File: config.mk
export PLATFORM = sky130hd
export DESIGN_NAME = vert_motion_ctrl_flat
export DESIGN_NICKNAME = d
export VERILOG_FILES = /design/src/rtl/vert_motion_ctrl_if.sv /design/src/rtl/vert_motion_ctrl.sv /design/src/flat_wrapper.sv
export SDC_FILE = /design/constraint.sdc
export NUM_CORES = 1
export LEC_CHECK = 0
export CAP_MARGIN = 20
export CELL_PAD_IN_SITES_DETAIL_PLACEMENT = 1
export CELL_PAD_IN_SITES_GLOBAL_PLACEMENT = 2
export CORE_MARGIN = 2
export CORE_UTILIZATION = 27
export CTS_CLUSTER_DIAMETER = 150
export DETAILED_ROUTE_END_ITERATION = 6
export HOLD_SLACK_MARGIN = 0.03
export PLACE_DENSITY_LB_ADDON = 0.05
export REMOVE_ABC_BUFFERS = 1
export SYNTH_ARGS = -nofsm -noshare
export SYNTH_HDL_FRONTEND = slang
export SYNTH_SLANG_ARGS = --single-unit
File: constraint.sdc
create_clock -name frame_clk -period 6.45 [get_ports frame_clk]
set_clock_uncertainty 0.2 [all_clocks]
set_input_delay 0.9675 -clock frame_clk [delete_from_list [all_inputs] [get_ports frame_clk]]
set_output_delay 0.9675 -clock frame_clk [all_outputs]
set_load 0.02 [all_outputs]
File: src/rtl/vert_motion_ctrl_if.sv
// Jump-path signal bundle between keyboard/collision/jump-FSM logic and vert_motion_ctrl.
// Pulses (jump_en, hit_ground) are high for exactly one frame_clk cycle and need no ack.
interface vert_motion_ctrl_if;
  logic [31:0] keycode;
  logic [31:0] jump_y_motion;
  logic [9:0]  ground_y;
  logic        ceiling_hit;
  logic        jump_en;
  logic        hit_ground;
  logic        on_ground;
  logic [9:0]  Mario_Y;
  logic [7:0]  y_velocity;
  logic        fell_out;

  modport master (
    output keycode, jump_y_motion, ground_y, ceiling_hit,
    input  jump_en, hit_ground, on_ground, Mario_Y, y_velocity, fell_out
  );

  modport slave (
    input  keycode, jump_y_motion, ground_y, ceiling_hit,
    output jump_en, hit_ground, on_ground, Mario_Y, y_velocity, fell_out
  );
endinterface

File: src/rtl/vert_motion_ctrl.sv
// Vertical motion of Mario: jump key decode, rise integration from the jump FSM,
// gravity fall, landing/ceiling detection and pit-death flag.
module vert_motion_ctrl #(
  parameter int        MARIO_H  = 16,
  parameter int        Y_START  = 100,
  parameter int        GRAVITY  = 1,
  parameter int        MAX_FALL = 8,
  parameter int        Y_MAX    = 479,
  parameter logic [7:0] JUMP_KEY = 8'h1A
) (
  input  logic              Reset,
  input  logic              frame_clk,
  vert_motion_ctrl_if.slave bus,
  output logic [1:0]        o_dbg_state
);

  localparam logic [1:0] S_GROUNDED = 2'd0;
  localparam logic [1:0] S_RISING   = 2'd1;
  localparam logic [1:0] S_FALLING  = 2'd2;

  localparam logic signed [11:0] H12    = 12'(MARIO_H);
  localparam logic signed [11:0] YMAX12 = 12'(Y_MAX);
  localparam logic signed [11:0] GRAV12 = 12'(GRAVITY);
  localparam logic signed [11:0] MAXF12 = 12'(MAX_FALL);

  logic [1:0]        r_state, w_n_state;
  logic [9:0]        r_y, w_n_y;
  logic signed [7:0] r_vel, w_n_vel;
  logic              r_key_prev, r_seen, w_n_seen;
  logic [1:0]        r_wait, w_n_wait;
  logic              r_jump_en, w_n_jump_en;
  logic              r_hit, w_n_hit;
  logic              r_fell, w_n_fell;

  logic              w_key_now, w_edge, w_seen_now;
  logic signed [7:0] w_mot8;
  logic signed [11:0] w_y12, w_gnd12, w_gnd_top, w_gnd_snap;
  logic signed [11:0] w_mot12, w_rise_raw, w_rise, w_vel_inc, w_vel_fall, w_ny;
  logic              w_unused;

  assign w_unused  = ^bus.jump_y_motion[31:8];
  assign w_key_now = (bus.keycode[7:0]   == JUMP_KEY) | (bus.keycode[15:8]  == JUMP_KEY) |
                     (bus.keycode[23:16] == JUMP_KEY) | (bus.keycode[31:24] == JUMP_KEY);
  assign w_edge    = w_key_now & ~r_key_prev;

  assign w_mot8     = bus.jump_y_motion[7:0];
  assign w_mot12    = {{4{w_mot8[7]}}, w_mot8};
  assign w_y12      = $signed({2'b00, r_y});
  assign w_gnd12    = $signed({2'b00, bus.ground_y});
  assign w_gnd_top  = w_gnd12 - H12;
  assign w_gnd_snap = (w_gnd_top < 0) ? '0 : w_gnd_top;
  assign w_rise_raw = w_y12 + w_mot12;
  assign w_rise     = (w_rise_raw < 0) ? '0 : w_rise_raw;
  assign w_vel_inc  = {{4{r_vel[7]}}, r_vel} + GRAV12;
  assign w_vel_fall = (w_vel_inc > MAXF12) ? MAXF12 : w_vel_inc;
  assign w_ny       = w_y12 + w_vel_fall;
  assign w_seen_now = r_seen | w_mot8[7];

  always_comb begin
    w_n_state   = r_state;
    w_n_y       = r_y;
    w_n_vel     = r_vel;
    w_n_seen    = r_seen;
    w_n_wait    = r_wait;
    w_n_jump_en = 1'b0;
    w_n_hit     = 1'b0;
    w_n_fell    = r_fell;
    case (r_state)
      S_GROUNDED: begin
        w_n_vel = '0;
        if (w_gnd_top > w_y12) begin
          w_n_state = S_FALLING;
        end else begin
          w_n_y = w_gnd_snap[9:0];
          if (w_edge) begin
            w_n_jump_en = 1'b1;
            w_n_state   = S_RISING;
            w_n_seen    = 1'b0;
            w_n_wait    = '0;
          end
        end
      end
      S_RISING: begin
        if (bus.ceiling_hit) begin
          w_n_hit   = 1'b1;
          w_n_vel   = '0;
          w_n_state = S_FALLING;
        end else begin
          w_n_vel  = w_mot8;
          w_n_y    = w_rise[9:0];
          w_n_seen = w_seen_now;
          // Rise ends when the jump FSM stops pushing up, or never started within 3 frames.
          if (w_seen_now && !w_mot8[7]) begin
            w_n_vel   = '0;
            w_n_state = S_FALLING;
          end else if (!w_seen_now) begin
            w_n_wait = r_wait + 2'd1;
            if (r_wait == 2'd2) begin
              w_n_vel   = '0;
              w_n_state = S_FALLING;
            end
          end
        end
      end
      S_FALLING: begin
        if (w_ny + H12 >= w_gnd12) begin
          w_n_y     = w_gnd_snap[9:0];
          w_n_vel   = '0;
          w_n_hit   = 1'b1;
          w_n_state = S_GROUNDED;
        end else if (w_ny + H12 > YMAX12) begin
          w_n_fell = 1'b1;
        end else begin
          w_n_y   = w_ny[9:0];
          w_n_vel = w_vel_fall[7:0];
        end
      end
      default: w_n_state = S_FALLING;
    endcase
  end

  always_ff @(posedge frame_clk or posedge Reset) begin
    if (Reset) begin
      r_state    <= S_FALLING;
      r_y        <= 10'(Y_START);
      r_vel      <= '0;
      r_key_prev <= 1'b0;
      r_seen     <= 1'b0;
      r_wait     <= '0;
      r_jump_en  <= 1'b0;
      r_hit      <= 1'b0;
      r_fell     <= 1'b0;
    end else begin
      r_state    <= w_n_state;
      r_y        <= w_n_y;
      r_vel      <= w_n_vel;
      r_key_prev <= w_key_now;
      r_seen     <= w_n_seen;
      r_wait     <= w_n_wait;
      r_jump_en  <= w_n_jump_en;
      r_hit      <= w_n_hit;
      r_fell     <= w_n_fell;
    end
  end

  assign bus.jump_en    = r_jump_en;
  assign bus.hit_ground = r_hit;
  assign bus.on_ground  = (r_state == S_GROUNDED);
  assign bus.Mario_Y    = r_y;
  assign bus.y_velocity = r_vel;
  assign bus.fell_out   = r_fell;
  assign o_dbg_state    = r_state;

endmodule
File: src/flat_wrapper.sv
// flat-port wrapper written by rule: the top's interface ports become plain ports
module vert_motion_ctrl_flat 
#(
  parameter int        MARIO_H  = 16,
  parameter int        Y_START  = 100,
  parameter int        GRAVITY  = 1,
  parameter int        MAX_FALL = 8,
  parameter int        Y_MAX    = 479,
  parameter logic [7:0] JUMP_KEY = 8'h1A
)
  (Reset, frame_clk, o_dbg_state, bus_keycode, bus_jump_y_motion, bus_ground_y, bus_ceiling_hit, bus_jump_en, bus_hit_ground, bus_on_ground, bus_Mario_Y, bus_y_velocity, bus_fell_out);
  vert_motion_ctrl_if bus_i ();
  input  logic Reset;
  input  logic frame_clk;
  output logic [1:0] o_dbg_state;
  input wire logic [$bits(bus_i.keycode)-1:0] bus_keycode;
  input wire logic [$bits(bus_i.jump_y_motion)-1:0] bus_jump_y_motion;
  input wire logic [$bits(bus_i.ground_y)-1:0] bus_ground_y;
  input wire logic [$bits(bus_i.ceiling_hit)-1:0] bus_ceiling_hit;
  output wire logic [$bits(bus_i.jump_en)-1:0] bus_jump_en;
  output wire logic [$bits(bus_i.hit_ground)-1:0] bus_hit_ground;
  output wire logic [$bits(bus_i.on_ground)-1:0] bus_on_ground;
  output wire logic [$bits(bus_i.Mario_Y)-1:0] bus_Mario_Y;
  output wire logic [$bits(bus_i.y_velocity)-1:0] bus_y_velocity;
  output wire logic [$bits(bus_i.fell_out)-1:0] bus_fell_out;
  assign bus_i.keycode = bus_keycode;
  assign bus_i.jump_y_motion = bus_jump_y_motion;
  assign bus_i.ground_y = bus_ground_y;
  assign bus_i.ceiling_hit = bus_ceiling_hit;
  assign bus_jump_en = bus_i.jump_en;
  assign bus_hit_ground = bus_i.hit_ground;
  assign bus_on_ground = bus_i.on_ground;
  assign bus_Mario_Y = bus_i.Mario_Y;
  assign bus_y_velocity = bus_i.y_velocity;
  assign bus_fell_out = bus_i.fell_out;
  vert_motion_ctrl #(.MARIO_H(MARIO_H), .Y_START(Y_START), .GRAVITY(GRAVITY), .MAX_FALL(MAX_FALL), .Y_MAX(Y_MAX), .JUMP_KEY(JUMP_KEY)) u_core (.Reset(Reset), .frame_clk(frame_clk), .bus(bus_i), .o_dbg_state(o_dbg_state));
endmodule
## Word level (Yosys, flattened, before mapping)

Cells that the tools add are included.

- Flip-flop bits (word level): 27
- Bits of input ports: 77
- Word-level logic and storage cells: 95

- Add/subtract/negate cells: 6
- Order comparisons: 6
- Eq/ne operators: 17
- Multiplexer cells: 39
- Bitwise operators: 7
- Reductions and logical operators: 11

Operator list:

| kind | number |
|---|---|
| 10-bit two-way mux | 6 |
| 8-bit two-way mux | 6 |
| 8-bit by 5-bit == test with 1-bit output (second input constant) | 4 |
| 10-bit one-hot mux with 3 select lines | 1 |
| 2-bit two-way mux | 12 |
| 8-bit one-hot mux with 3 select lines | 1 |
| 11-bit by 12-bit adder with 12-bit output | 1 |
| 11-bit by 8-bit adder with 12-bit output | 1 |
| 12-bit by 6-bit adder with 12-bit output (second input constant) | 1 |
| 12-bit by 11-bit greater-or-equal comparator with 1-bit output | 1 |
| 12-bit by 10-bit > comparator with 1-bit output (second input constant) | 1 |
| 12-bit by 5-bit > comparator with 1-bit output (second input constant) | 1 |
| 12-bit by 1-bit < comparator with 1-bit output (second input constant) | 1 |
| 12-bit two-way mux | 1 |
| 4-bit AND reduction | 3 |
| 11-bit > comparator | 1 |
| 11-bit by 1-bit < comparator with 1-bit output (second input constant) | 1 |
| 10-bit by 5-bit subtractor with 11-bit output (second input constant) | 1 |
| 8-bit by 2-bit adder with 9-bit output (second input constant) | 1 |
| 1-bit two-way mux | 8 |
| 2-bit inequality test (second input constant) | 4 |
| 2-bit one-hot mux with 3 select lines | 1 |
| 6-bit AND reduction | 1 |
| 2-bit == test (second input constant) | 2 |
| other kinds (19) | 25 |

## Logic depth before layout (Yosys ltp)

Gate-level depths: netlist of run 1.

- Depth after elaboration: 9
- Gate-level depth with buffers: 35
- Depth with buffers taken out: 29

## Least setup slack after synthesis of run 1

OpenSTA, ideal clock, no wires.

- Kind: register -> register
- From: register u_core.r_vel[0] (netlist: u_core.bus.y_velocity[0])
- To: register u_core.r_vel[4] (netlist: u_core.bus.y_velocity[4])
- Library setup time: 0.128 ns
- Data arrival time: 6.756 ns
- Required time: 6.122 ns
- Path slack: -0.634 ns
- Cell stages (with the launch flop): 32
- Buffers on the path: 4
- Period minus slack after synthesis: 7.084 ns
- Path through: dfrtp_1 ha_1 buf_4 and4_1 a22oi_1 nand2b_1 ha_1 buf_2 clkbuf_1 o21a_1 nor2_1 ha_1 fa_1 a41oi_1 o31ai_2 nor2_1 nor3_2 or4_1 nand2_2 xnor2_1 ha_1 a21o_1 a21o_1 a21o_1 a221oi_1 nand3_1 nor4_1 or2_1 buf_6 o2111a_1 nor2_2 mux2_1

- Word-level cells in the longest chain between the ends: 8
- Elaborated cells on any way between the ends: 12

Ends and longest elaborated chain:

| item | line | text |
|---|---|---|
| start: declaration | vert_motion_ctrl.sv:28 | `logic signed [7:0] r_vel, w_n_vel;` |
| start signal: assignment | vert_motion_ctrl.sv:136 | `r_vel <= w_n_vel;` |
| 8-bit by 2-bit adder with 9-bit output (*) | vert_motion_ctrl.sv:54 | `assign w_vel_inc = {{4{r_vel[7]}}, r_vel} + GRAV12;` |
| 12-bit by 5-bit > comparator with 1-bit output | vert_motion_ctrl.sv:55 | `assign w_vel_fall = (w_vel_inc > MAXF12) ? MAXF12 : w_vel_inc;` |
| 12-bit two-way mux (*) | vert_motion_ctrl.sv:55 |  |
| 11-bit by 12-bit adder with 12-bit output | vert_motion_ctrl.sv:56 | `assign w_ny = w_y12 + w_vel_fall;` |
| 12-bit by 6-bit adder with 12-bit output | vert_motion_ctrl.sv:106, vert_motion_ctrl.sv:111 |  |
| 12-bit by 11-bit greater-or-equal comparator with 1-bit output / 12-bit by 10-bit > comparator with 1-bit output (equally long branches) | vert_motion_ctrl.sv:106, vert_motion_ctrl.sv:111 |  |
| 8-bit two-way mux / 3-bit by 2-bit inequality test with 1-bit output (equally long branches) | n/a |  |
| 8-bit one-hot mux with 3 select lines / 2-bit AND reduction (equally long branches) | n/a |  |

Mark *: on every way between the ends. The rest lies on a longest branch, timed or not. The select of a mux whose other input is x is not followed.
A chain may end at the register's enable or synchronous reset.

## Final worst setup path of run 1

- From: register u_core.r_vel[0] (netlist: u_core.bus.y_velocity[0])
- To: register u_core.r_y[3] (netlist: u_core.bus.Mario_Y[3])

- Word-level cells in the longest chain between the ends: 8
- Elaborated cells on any way between the ends: 12

Ends and longest elaborated chain:

| item | line | text |
|---|---|---|
| 8-bit by 2-bit adder with 9-bit output (*) | vert_motion_ctrl.sv:54 |  |
| 12-bit by 5-bit > comparator with 1-bit output | vert_motion_ctrl.sv:55 |  |
| 12-bit two-way mux (*) | vert_motion_ctrl.sv:55 |  |
| 11-bit by 12-bit adder with 12-bit output (*) | vert_motion_ctrl.sv:56 |  |
| 12-bit by 6-bit adder with 12-bit output | vert_motion_ctrl.sv:106, vert_motion_ctrl.sv:111 |  |
| 12-bit by 10-bit > comparator with 1-bit output / 12-bit by 11-bit greater-or-equal comparator with 1-bit output (equally long branches) | vert_motion_ctrl.sv:111, vert_motion_ctrl.sv:106 |  |
| 3-bit by 2-bit inequality test with 1-bit output (no source line) / 10-bit two-way mux (equally long branches) | n/a |  |
| 4-bit AND reduction (no source line) / 10-bit one-hot mux with 3 select lines (equally long branches) | n/a |  |
| end signal: assignment | vert_motion_ctrl.sv:125 | `r_y <= 10'(Y_START);` |
| end signal: assignment | vert_motion_ctrl.sv:135 | `r_y <= w_n_y;` |
| end: declaration | vert_motion_ctrl.sv:27 | `logic [9:0] r_y, w_n_y;` |

Marked as above.

==> results of run 1 <==
worst min-delay path by stage:
stage	start	endpoint	slack [ns]	cells after the start
floorplan	u_core.r_seen	u_core.r_seen	0.28	1
global placement	u_core.bus.fell_out	u_core.bus.fell_out	0.26	1
detailed placement	u_core.bus.fell_out	u_core.bus.fell_out	0.26	1
CTS	u_core.bus.fell_out	u_core.bus.fell_out	0.28	1
global route	u_core.bus.fell_out	u_core.bus.fell_out	0.32	1
finish	u_core.bus.fell_out	u_core.bus.fell_out	0.27	1
report_power, final:
part	internal, W	switching, W	total (W)	leakage, nW
sequential	0.000233	0.0000972	0.000330	0.339
clock	0.0000846	0.0000664	0.000151	0.0371
combinational	0.00111	0.00117	0.00228	2.40
state kept, by name (all words and copies together) (netlist names), 2 cells and up:
| register | count |
|---|---|
| u_core.bus.Mario_Y | 10 |
| u_core.bus.y_velocity | 8 |
| u_core.o_dbg_state | 2 |
| u_core.r_wait | 2 |
cell type report:
class	count	area, um2
sequential	27	683
inverter	38	143
timing repair buffer	181	1630
clock buffer	3	75.1
clock inverter	1	7.51
tap	184	230
fill	1701	8320
multi-input combinational	408	3560
per-layer routing:
layer | part of all wire (%) | global-route usage, % | vias to the layer above
met4 | 0.63 | 2.39 | 0
met3 | 2.3 | 1.10 | 6
met5 | 0 | 0 | -
li1 | - | - | 2173
met2 | 49 | 34.4 | 71
met1 | 48 | 27.1 | 2106
cells by family after synthesis:
family                   after synthesis  synth area share [%]
adder cells (fa/ha/maj)               54                  16.9
AO/OA/AOI/OAI                        160                  29.6
AND/OR/NAND/NOR                      155                  21.2
buffers and inverters                 59                  6.47
flip-flops                            27                  16.7
multiplexers                           8                  2.30
XOR/XNOR                              31                  6.83
cell usage in the layout, fill, tap and decap left out, drive strengths merged, types with 6 or more instances in the layout:
cell           netlist  final
or2                  6      6
buf                 14    104
o21bai               6      6
nor2                30     30
ha                  52     52
a21o                11     11
nand4               10     10
xnor2               20     20
a21oi               36     36
o31ai               10     10
a32oi               10     10
nor3                 7      7
nand2b              12     12
o21ai               18     18
nand3               19     19
inv                 38     38
a31oi               21     21
dfrtp               23     23
xor2                11     11
a22oi                6      6
clkdlybuf4s50        0     76
nand2               33     33
o21a                 7      7
nor2b                8      8
stage by stage:
step / utilization [%] / power (W) / setup TNS (ns)
finish: 43.2 / 0.00276 / 0
global route: 43.2 / 0.00299 / -0.203
CTS: 41.3 / 0.00256 / 0
detailed placement: 38.5 / 0.00220 / -11.18
global placement: 38.2 / 0.00216 / -4.95
floorplan: - / 0.00140 / -12.20
repair_timing:
item | 4_1_cts | 5_1_grt
pin swaps | 27 | 43
gates resized for setup | 50 | 37
setup buffers | 10 | 8
endpoints found under the setup margin | 22 | 22
cloned | 0 | 2
critical path, delay by kind of cell, from the launching register on:
kind            cells  cell delay, ns
compound gates      9            1.55
xor+xnor            1            0.15
fa+ha+maj           4            1.14
buf+inv             4            0.65
flops               1            0.43
mux                 1            0.34
simple gates       12            1.71
==> reports/qor.yml, run 1 <==
routing:
  first_iter_violations: 160
  post-route-drc-count: 0
  via_per_inst: 5.17
  antenna_left: 0
  vias: 4356
  firstDrtPassIters: 4
  wl_per_cell_um: 19.1
  wl_mm: 16.1
clocking:
  cts_buffers: 3
  clkLatencyLatePin_ns: 0.27
  cts_tree: "yes"
  clock_path_buffers: 2
  cts_hold_buf: 0
  root_buffer: "clkbuf_16"
  h-tree-depth: 1
  cts.sinks: 27
  clkSlewWorstSetupHoldPaths_ns: 0.07
timing:
  fmax_ghz: 0.160
  finalSetupViolCount: 0
  tightestPinTransition_ns: 0.880
  finalCritPeriodShare_pct: 97.1
  drv_slew: 0
  setup_ws_ns: 0.187
  timing.hold.ws_ns: 0.272
  slew_headroom_pct: 41.1
  finalHoldViolations: 0
  period_needed_ns: 6.26
cells_and_area:
  stdcell_count: 842
  post-route-cell-area_um2: 6330
  diodes: 0
  drive_gt1_share_pct: 29.9
  synthToLayoutAreaGrowth_pct: 55.0
  finalNetCount: 790
synthesis:
  ys.flop_type: "dfrtp_1"
  synth_top_area_share_pct: 15.9
  yosysWarnings: 0
  netlist_instances: 494
  ys_seq_area_share_pct: 16.7
  synth.largest_area_cell: "ha_1"
  synth_most_common_cell: "ha_1"
  ys_seq_elements: 27
  async_reset_ff_share_pct: 100
  synth_area_leaders: "ha_1 16%, dfrtp_1 14%, xnor2_1 4.1%, a21oi_1 4.0%, inv_1 3.5%"
  syn_area_per_cell_um2: 8.26
  yosysUniqueCellTypes: 86
  synth_area_um2: 4080
  synthTopCellsByCount: "52 x ha_1, 38 x inv_1, 33 x a21oi_1"
  synth_edf_count: 0
grt:
  grt_pass1_vias: 4618
  grt_max_degree: 20
  grt_remaining_overflow: 0
  grtUsageTotal_pct: 19.5
  antenna_found_initial: 0
  grt_pass1_wl_mm: 25.1
floorplanning:
  start_util_pct: 27.9
  io_pins: 101
  core_um2: 14600
  die_w_um: 127
  die_area_um2: 16100
  die_h_um: 127
  row_count: 44
critical_path:
  crit_top_cell: "buf_4"
  rr_startpoint: "u_core.bus.y_velocity[0]"
  path_max_fanout: 5
  crit_slowest_cell: "dfrtp_2"
  reg2reg_slack_ns: 0.19
  r2r.worst_path.cells: 31
  required_ns: 6.44
  startpoint: "u_core.bus.y_velocity[0]"
  worstSetupEndpoint: "u_core.bus.Mario_Y[3]"
  crit_path_end_kind: "register"
  timing.rr.end: "u_core.bus.Mario_Y[3]"
  cp.arrival_ns: 6.25
  crit_path_max_incr_delay_ns: 0.43
  cp-start-kind: "register"
  critPathKind: "register to register"
place:
  gp_congestion: 0.810
  dp_hpwl_mm: 13.1
  place_area_um2: 5630
  dp_cells: 821
  dp_slack_ns: -0.592
  port_buffers: 76
worst_hold_path:
  worstHoldPathType: "register to register"
run:
  maxCapViolCount: 0
outcome:
  status: "complete, no violations"
power:
  p_leak_nw: 2.77
  power.density_nw_per_um2: 436
  vdd_drop_max_mv: 0.179
(Power assumes the default switching activity.)
==> inputs of run 2 (changes only) <==
--- a/config.mk
+++ b/config.mk
@@ -5,7 +5,6 @@
 export SDC_FILE = /design/constraint.sdc
 export NUM_CORES = 1
 export LEC_CHECK = 0
-export CAP_MARGIN = 20
 export CELL_PAD_IN_SITES_DETAIL_PLACEMENT = 1
 export CELL_PAD_IN_SITES_GLOBAL_PLACEMENT = 2
 export CORE_MARGIN = 2
==> run 2 against run 1 <==
Against the previous run: global-route usage barely moved; final cell count increased by 0.71%; register-to-register slack got worse by 0.13 ns; flip-flop and latch count is the same; first-iteration DRC count increased by 11%; sequential power barely moved; via count rose by 1.8%.
==> reports/qor.yml, run 2 (synthesis gave the netlist of run 1 again) <==
outcome:
  status: "complete, no violations"
place:
  place_area_um2: 5600  # -0.62%
  dp_hpwl_mm: 12.9  # -1.3%
  port_buffers: 76  # unchanged
  gp_congestion: 0.810  # unchanged
  dp_slack_ns: -0.529  # +0.0630 ns
  dp_cells: 819  # -0.24%
power:
  finalPower_w: 0.00278  # +1.0%
  p_leak_nw: 2.80  # +1.2%
  power.density_nw_per_um2: 438  # +0.66%
  vdd_drop_max_mv: 0.178  # -0.86%
clocking:
  clkLatencyLatePin_ns: 0.27  # about the same
  h-tree-depth: 1  # unchanged
  root_buffer: "clkbuf_16"
  cts_tree: "yes"
  cts.sinks: 27  # unchanged
  clkSlewWorstSetupHoldPaths_ns: 0.08  # about the same
  clock_path_buffers: 2  # unchanged
  cts_buffers: 3  # unchanged
grt:
  grtUsageTotal_pct: 19.5  # -0.028 points
  grt_remaining_overflow: 0  # unchanged
  grt_pass1_vias: 4711  # +2.0%
  antenna_found_initial: 0  # unchanged
  grt_pass1_wl_mm: 25.3  # +0.60%
  grt_max_degree: 28  # +40%
run:
  maxCapViolCount: 0  # unchanged
routing:
  wl_mm: 16.2  # +0.57%
  vias: 4435  # +1.8%
  post-route-drc-count: 0  # unchanged
  antenna_left: 0  # unchanged
  wl_per_cell_um: 19.1  # -0.15%
  firstDrtPassIters: 4  # unchanged
  via_per_inst: 5.23  # +1.1%
  first_iter_violations: 177  # +11%
timing:
  finalHoldViolations: 0  # unchanged
  slew_headroom_pct: 13.2  # -28 points
  fin_tns_setup_ns: 0  # unchanged
  setup_ws_ns: 0.0593  # -0.128 ns
  finalCritPeriodShare_pct: 99.1  # +2.0 points
  period_needed_ns: 6.39  # +0.128 ns
  rsz0062_at_grt: "yes"
  tightestPinTransition_ns: 1.30  # +0.420 ns
  drv_slew: 0  # unchanged
  fmax_ghz: 0.156  # -2.0%
  finalSetupViolCount: 0  # unchanged
cells_and_area:
  nFillCells: 1707  # +0.35%
  drive_gt1_share_pct: 31.0  # +1.1 points
  synthToLayoutAreaGrowth_pct: 55.5
  largest_reg_flops: 10  # unchanged
  stdcell_count: 848  # +0.71%
  final_common_cell: "buf_4"
  diodes: 0  # unchanged
  final_cell_mix: "100 x buf_4, 76 x clkdlybuf4s50_1, 45 x ha_1, 38 x inv_1, 31 x a21oi_1"
  finalNetCount: 796  # +0.76%
  post-route-cell-area_um2: 6350  # +0.34%
critical_path:
  crit_path_end_kind: "register"
  cp.arrival_ns: 6.38  # +0.13 ns
  required_ns: 6.44  # about the same
  path_max_fanout: 5  # unchanged
  crit_path_max_incr_delay_ns: 0.45  # +0.02 ns
  crit_slowest_cell: "dfrtp_2"
  cp-start-kind: "register"
  critPathKind: "register to register"
floorplanning:
  die_area_um2: 16100  # unchanged
  die_w_um: 127  # unchanged
  core_um2: 14600  # unchanged
  die_h_um: 127  # unchanged
  start_util_pct: 27.9  # unchanged
  row_count: 44  # unchanged
  io_pins: 101  # unchanged
worst_hold_path:
  worstHoldPathType: "register to register"
## run 2: changes by cell type in the layout (fill, tap and decap cells not counted), sizes merged
cell  previous run  this run
buf            104       110
## run 2: per-stage QoR
stage               utilization, %  hold slack, ns
detailed placement            38.2           0.256
global placement              38.2           0.257
global route                  43.4           0.315
finish                        43.4           0.271
floorplan                        -           0.277
CTS                           41.4           0.282
## run 2: area by class of cell
type / count / area [um2] / area share [%]
multi-input cells: 408 / 3550 / 56.0
repair buffers: 187 / 1660 / 26.1
flip-flops and latches: 27 / 683 / 10.8
well taps: 184 / 230 / 3.63
inverters: 38 / 143 / 2.25
clock buffers: 3 / 75.1 / 1.18
clock inverters: 1 / 7.51 / 0.118
## run 2: critical path: cells and delay by family, from the launching register on
family / cells / cell delay [ns]
DFF: 1 / 0.45
buffers and inverters: 7 / 1.03
and+or+nand+nor: 13 / 1.70
xor gates and xnor gates: 1 / 0.15
adders and majority gates: 4 / 1.15
muxes: 2 / 0.44
AOI/OAI and AO/OA: 7 / 1.17
## run 2: path summary, 6_finish.rpt
check / startpoint / to / slack [ns] / cells after the start
min in group asynchronous: Reset / u_core.bus.y_velocity[2] / 1.07 / 2
worst max-delay path: u_core.bus.y_velocity[0] / u_core.bus.Mario_Y[7] / 0.06 / 34
worst min register to register: u_core.bus.fell_out / u_core.bus.fell_out / 0.27 / 1
worst max register to register: u_core.bus.y_velocity[0] / u_core.bus.Mario_Y[7] / 0.06 / 34
max in group asynchronous: Reset / u_core.bus.y_velocity[1] / 4.26 / 2
worst min-delay path: u_core.bus.fell_out / u_core.bus.fell_out / 0.27 / 1
## run 2: repair_timing
| item | 4_1_cts | 5_1_grt |
|---|---|---|
| pin swaps | 31 | 46 |
| gates resized for setup | 49 | 36 |
| cloned | 0 | 2 |
| hold buffers | 0 | 0 |
| setup endpoints to repair | 22 | 22 |
| setup buffers | 14 | 11 |
## run 2: power breakdown
group	internal, W	total [W]	switching [W]
clock	0.0000845	0.000150	0.0000650
combinational	0.00112	0.00231	0.00118
sequential	0.000233	0.000330	0.0000964
## run 2: routing by layer
metal,vias up,part of all wire (%),track usage (%)
li1,2178,-,-
met1,2166,46,26.4
met2,83,50,34.4
met3,8,3.3,1.73
met4,0,1.1,2.97
met5,-,0,0
==> inputs of run 3 (changes only) <==
==> constraint.sdc (replaced) <==
create_clock -name frame_clk -period 5.68 [get_ports frame_clk]
set_clock_uncertainty 0.2 [all_clocks]
set_input_delay 0.852 -clock frame_clk [delete_from_list [all_inputs] [get_ports frame_clk]]
set_output_delay 0.852 -clock frame_clk [all_outputs]
set_load 0.02 [all_outputs]
==> run 3 against run 2 <==
Against the previous run: via count up 5.1%; final cell count increased by 2.8%; flip-flop and latch count unchanged; the run now ends with setup timing left; wire length up 5.7%; largest cell class unchanged; non-clock buffer count increased by 24; global-route usage increased by 1.7 points.
==> reports/qor.yml, run 3 (synthesis gave the netlist of run 1 again) <==
grt:
  grt_remaining_overflow: 0  # unchanged
  antenna_found_initial: 0  # unchanged
  grtUsageTotal_pct: 21.2  # +1.7 points
  grt_pass1_wl_mm: 27.1  # +7.0%
  grt_pass1_vias: 5025  # +6.7%
  grt_max_degree: 28  # unchanged
power:
  power.density_nw_per_um2: 491  # +12%
  internal_power_w: 0.00166  # +15%
  p_leak_nw: 2.91  # +3.9%
  clock_power_share_pct: 5.5  # about the same
  pwr-share-comb_pct: 83.3  # +0.5 points
  p_seq_share_pct: 11.2  # -0.6 points
  vdd_drop_max_mv: 0.217  # +22%
  p_switching_w: 0.00155  # +15%
  switching_share_pct: 48.3  # about the same
place:
  place_area_um2: 5760  # +2.8%
  dp_hpwl_mm: 13.7  # +5.9%
  port_buffers: 76  # unchanged
  gp_congestion: 0.866  # +6.9%
  dp_cells: 840  # +2.6%
outcome:
  failed_checks: "setup timing"
  status: "complete, but fails checks"
cells_and_area:
  post-route-cell-area_um2: 6530  # +2.8%
  nFillCells: 1711  # +0.23%
  largest_reg_flops: 10  # unchanged
  diodes: 0  # unchanged
  drive_gt1_share_pct: 33.6  # +2.6 points
  stdcell_count: 872  # +2.8%
  final-seq-area_um2: 681  # -0.37%
  final_cell_mix: "118 x buf_4, 76 x clkdlybuf4s50_1, 47 x ha_1, 38 x inv_1, 30 x nand2_1"
  synthToLayoutAreaGrowth_pct: 59.9
  multi_input_area_um2: 3540  # -0.25%
  finalNetCount: 820  # +3.0%
  final_common_cell: "buf_4"
timing:
  timing.hold.ws_ns: 0.274  # +0.00313 ns
  period_needed_ns: 6.14  # -0.255 ns
  rsz0062_at_grt: "yes"
  slew_headroom_pct: 15.4  # +2.3 points
  tightestPinTransition_ns: 1.27  # -0.0338 ns
  finalHoldViolations: 0  # unchanged
  finalCritPeriodShare_pct: 108  # +8.9 points
  finalSetupViolCount: 21  # +21
  setup_ws_ns: -0.455  # -0.515 ns
  fmax_ghz: 0.163  # +4.2%
  drv_slew: 0  # unchanged
floorplanning:
  die_w_um: 127  # unchanged
  io_pins: 101  # unchanged
  start_util_pct: 27.9  # unchanged
  die_area_um2: 16100  # unchanged
  row_count: 44  # unchanged
  core_um2: 14600  # unchanged
  die_h_um: 127  # unchanged
critical_path:
  crit_path_max_incr_delay_ns: 0.41  # -0.04 ns
  path_max_fanout: 8  # +3
  r2r.worst_path.cells: 31  # -8.8%
  cp-start-kind: "register"
  crit_path_end_kind: "register"
  reg2reg_slack_ns: -0.46  # -0.51 ns
  timing.rr.end: "u_core.bus.Mario_Y[6]"
  rr_startpoint: "u_core.bus.y_velocity[1]"
  required_ns: 5.69  # -0.75 ns
  critPathKind: "register to register"
  crit_slowest_cell: "dfrtp_1"
  cp.arrival_ns: 6.14  # -0.24 ns
routing:
  firstDrtPassIters: 4  # unchanged
  via_per_inst: 5.34  # +2.2%
  post-route-drc-count: 0  # unchanged
  antenna_left: 0  # unchanged
  vias: 4659  # +5.1%
  wl_per_cell_um: 19.6  # +2.8%
  first_iter_violations: 182  # +2.8%
  wl_mm: 17.1  # +5.7%
clocking:
  cts_buffers: 3  # unchanged
  clkSlewWorstSetupHoldPaths_ns: 0.08  # about the same
  h-tree-depth: 1  # unchanged
  cts.sinks: 27  # unchanged
  cts_tree: "yes"
  root_buffer: "clkbuf_16"
  clock_path_buffers: 2  # unchanged
  clkLatencyLatePin_ns: 0.28  # about the same
run:
  maxCapViolCount: 0  # unchanged
worst_hold_path:
  worstHoldStart: "u_core.bus.fell_out"
  min_to: "u_core.bus.fell_out"
  hold_depth: 1  # unchanged
  worstHoldPathType: "register to register"
run 3: final cells by class:
class | count | share of cell area, %
inverters | 38 | 2.19
multi-input cells | 408 | 54.3
flip-flops and latches | 27 | 10.4
clock buffers | 3 | 1.15
well taps | 184 | 3.53
repair buffers | 211 | 28.3
clock inverters | 1 | 0.115
run 3: how the worst max path moves through the flow:
stage                        startpoint                  endpoint  slack, ns
4_1_cts        u_core.bus.y_velocity[0]  u_core.bus.y_velocity[6]      -0.44
5_1_grt        u_core.bus.y_velocity[1]  u_core.bus.y_velocity[6]      -0.75
3_3_place_gp   u_core.bus.y_velocity[0]     u_core.bus.Mario_Y[6]      -0.71
2_1_floorplan  u_core.bus.y_velocity[0]     u_core.bus.Mario_Y[6]      -1.49
3_5_place_dp   u_core.bus.y_velocity[0]     u_core.bus.Mario_Y[4]      -0.87
6_report       u_core.bus.y_velocity[1]     u_core.bus.Mario_Y[6]      -0.46
run 3: metrics by stage:
stage          setup WS, ns  power, W  util, %  TNS, ns
4_1_cts              -0.439   0.00306     43.4    -7.30
3_5_place_dp         -0.865   0.00257     39.3   -17.62
6_report             -0.455   0.00320     44.6    -8.14
3_3_place_gp         -0.708   0.00251     39.3   -14.00
2_1_floorplan         -1.49   0.00159        -   -29.06
5_1_grt              -0.748   0.00345     44.6   -14.65
run 3: metal layers:
layer	share of wire [%]	GRT usage, %	wire (um)	vias to the layer above
li1	-	-	-	2232
met1	47	28.4	8130	2338
met4	1.4	4.20	234	0
met3	1.8	1.39	313	16
met5	0	0	0	-
met2	49	37.6	8440	73
run 3: critical path: cells and delay by family, from the launching register on:
family                     cells  cell delay (ns)
muxes                          1             0.34
xor gates and xnor gates       1             0.14
adders and majority gates      4             1.17
DFF                            1             0.41
buffers and inverters          4             0.61
AOI/OAI and AO/OA              9             1.43
and+or+nand+nor               12             1.76
run 3: power groups by stage:
stage	Clock, W	Combinational, W	Sequential (W)
2_1_floorplan	0	0.00119	0.000402
3_3_place_gp	0	0.00216	0.000355
3_5_place_dp	0	0.00221	0.000357
4_1_cts	0.000182	0.00252	0.000358
5_1_grt	0.000190	0.00290	0.000369
6_report	0.000176	0.00267	0.000359
run 3: timing repair:
item | 4_1_cts | 5_1_grt
hold buffers | 0 | 0
endpoints found under the setup margin | 22 | 22
hold endpoints to repair | 0 | 0
setup buffers | 21 | 5
pin swaps | 40 | 18
resized for setup | 67 | 26
gates cloned | 2 | 0
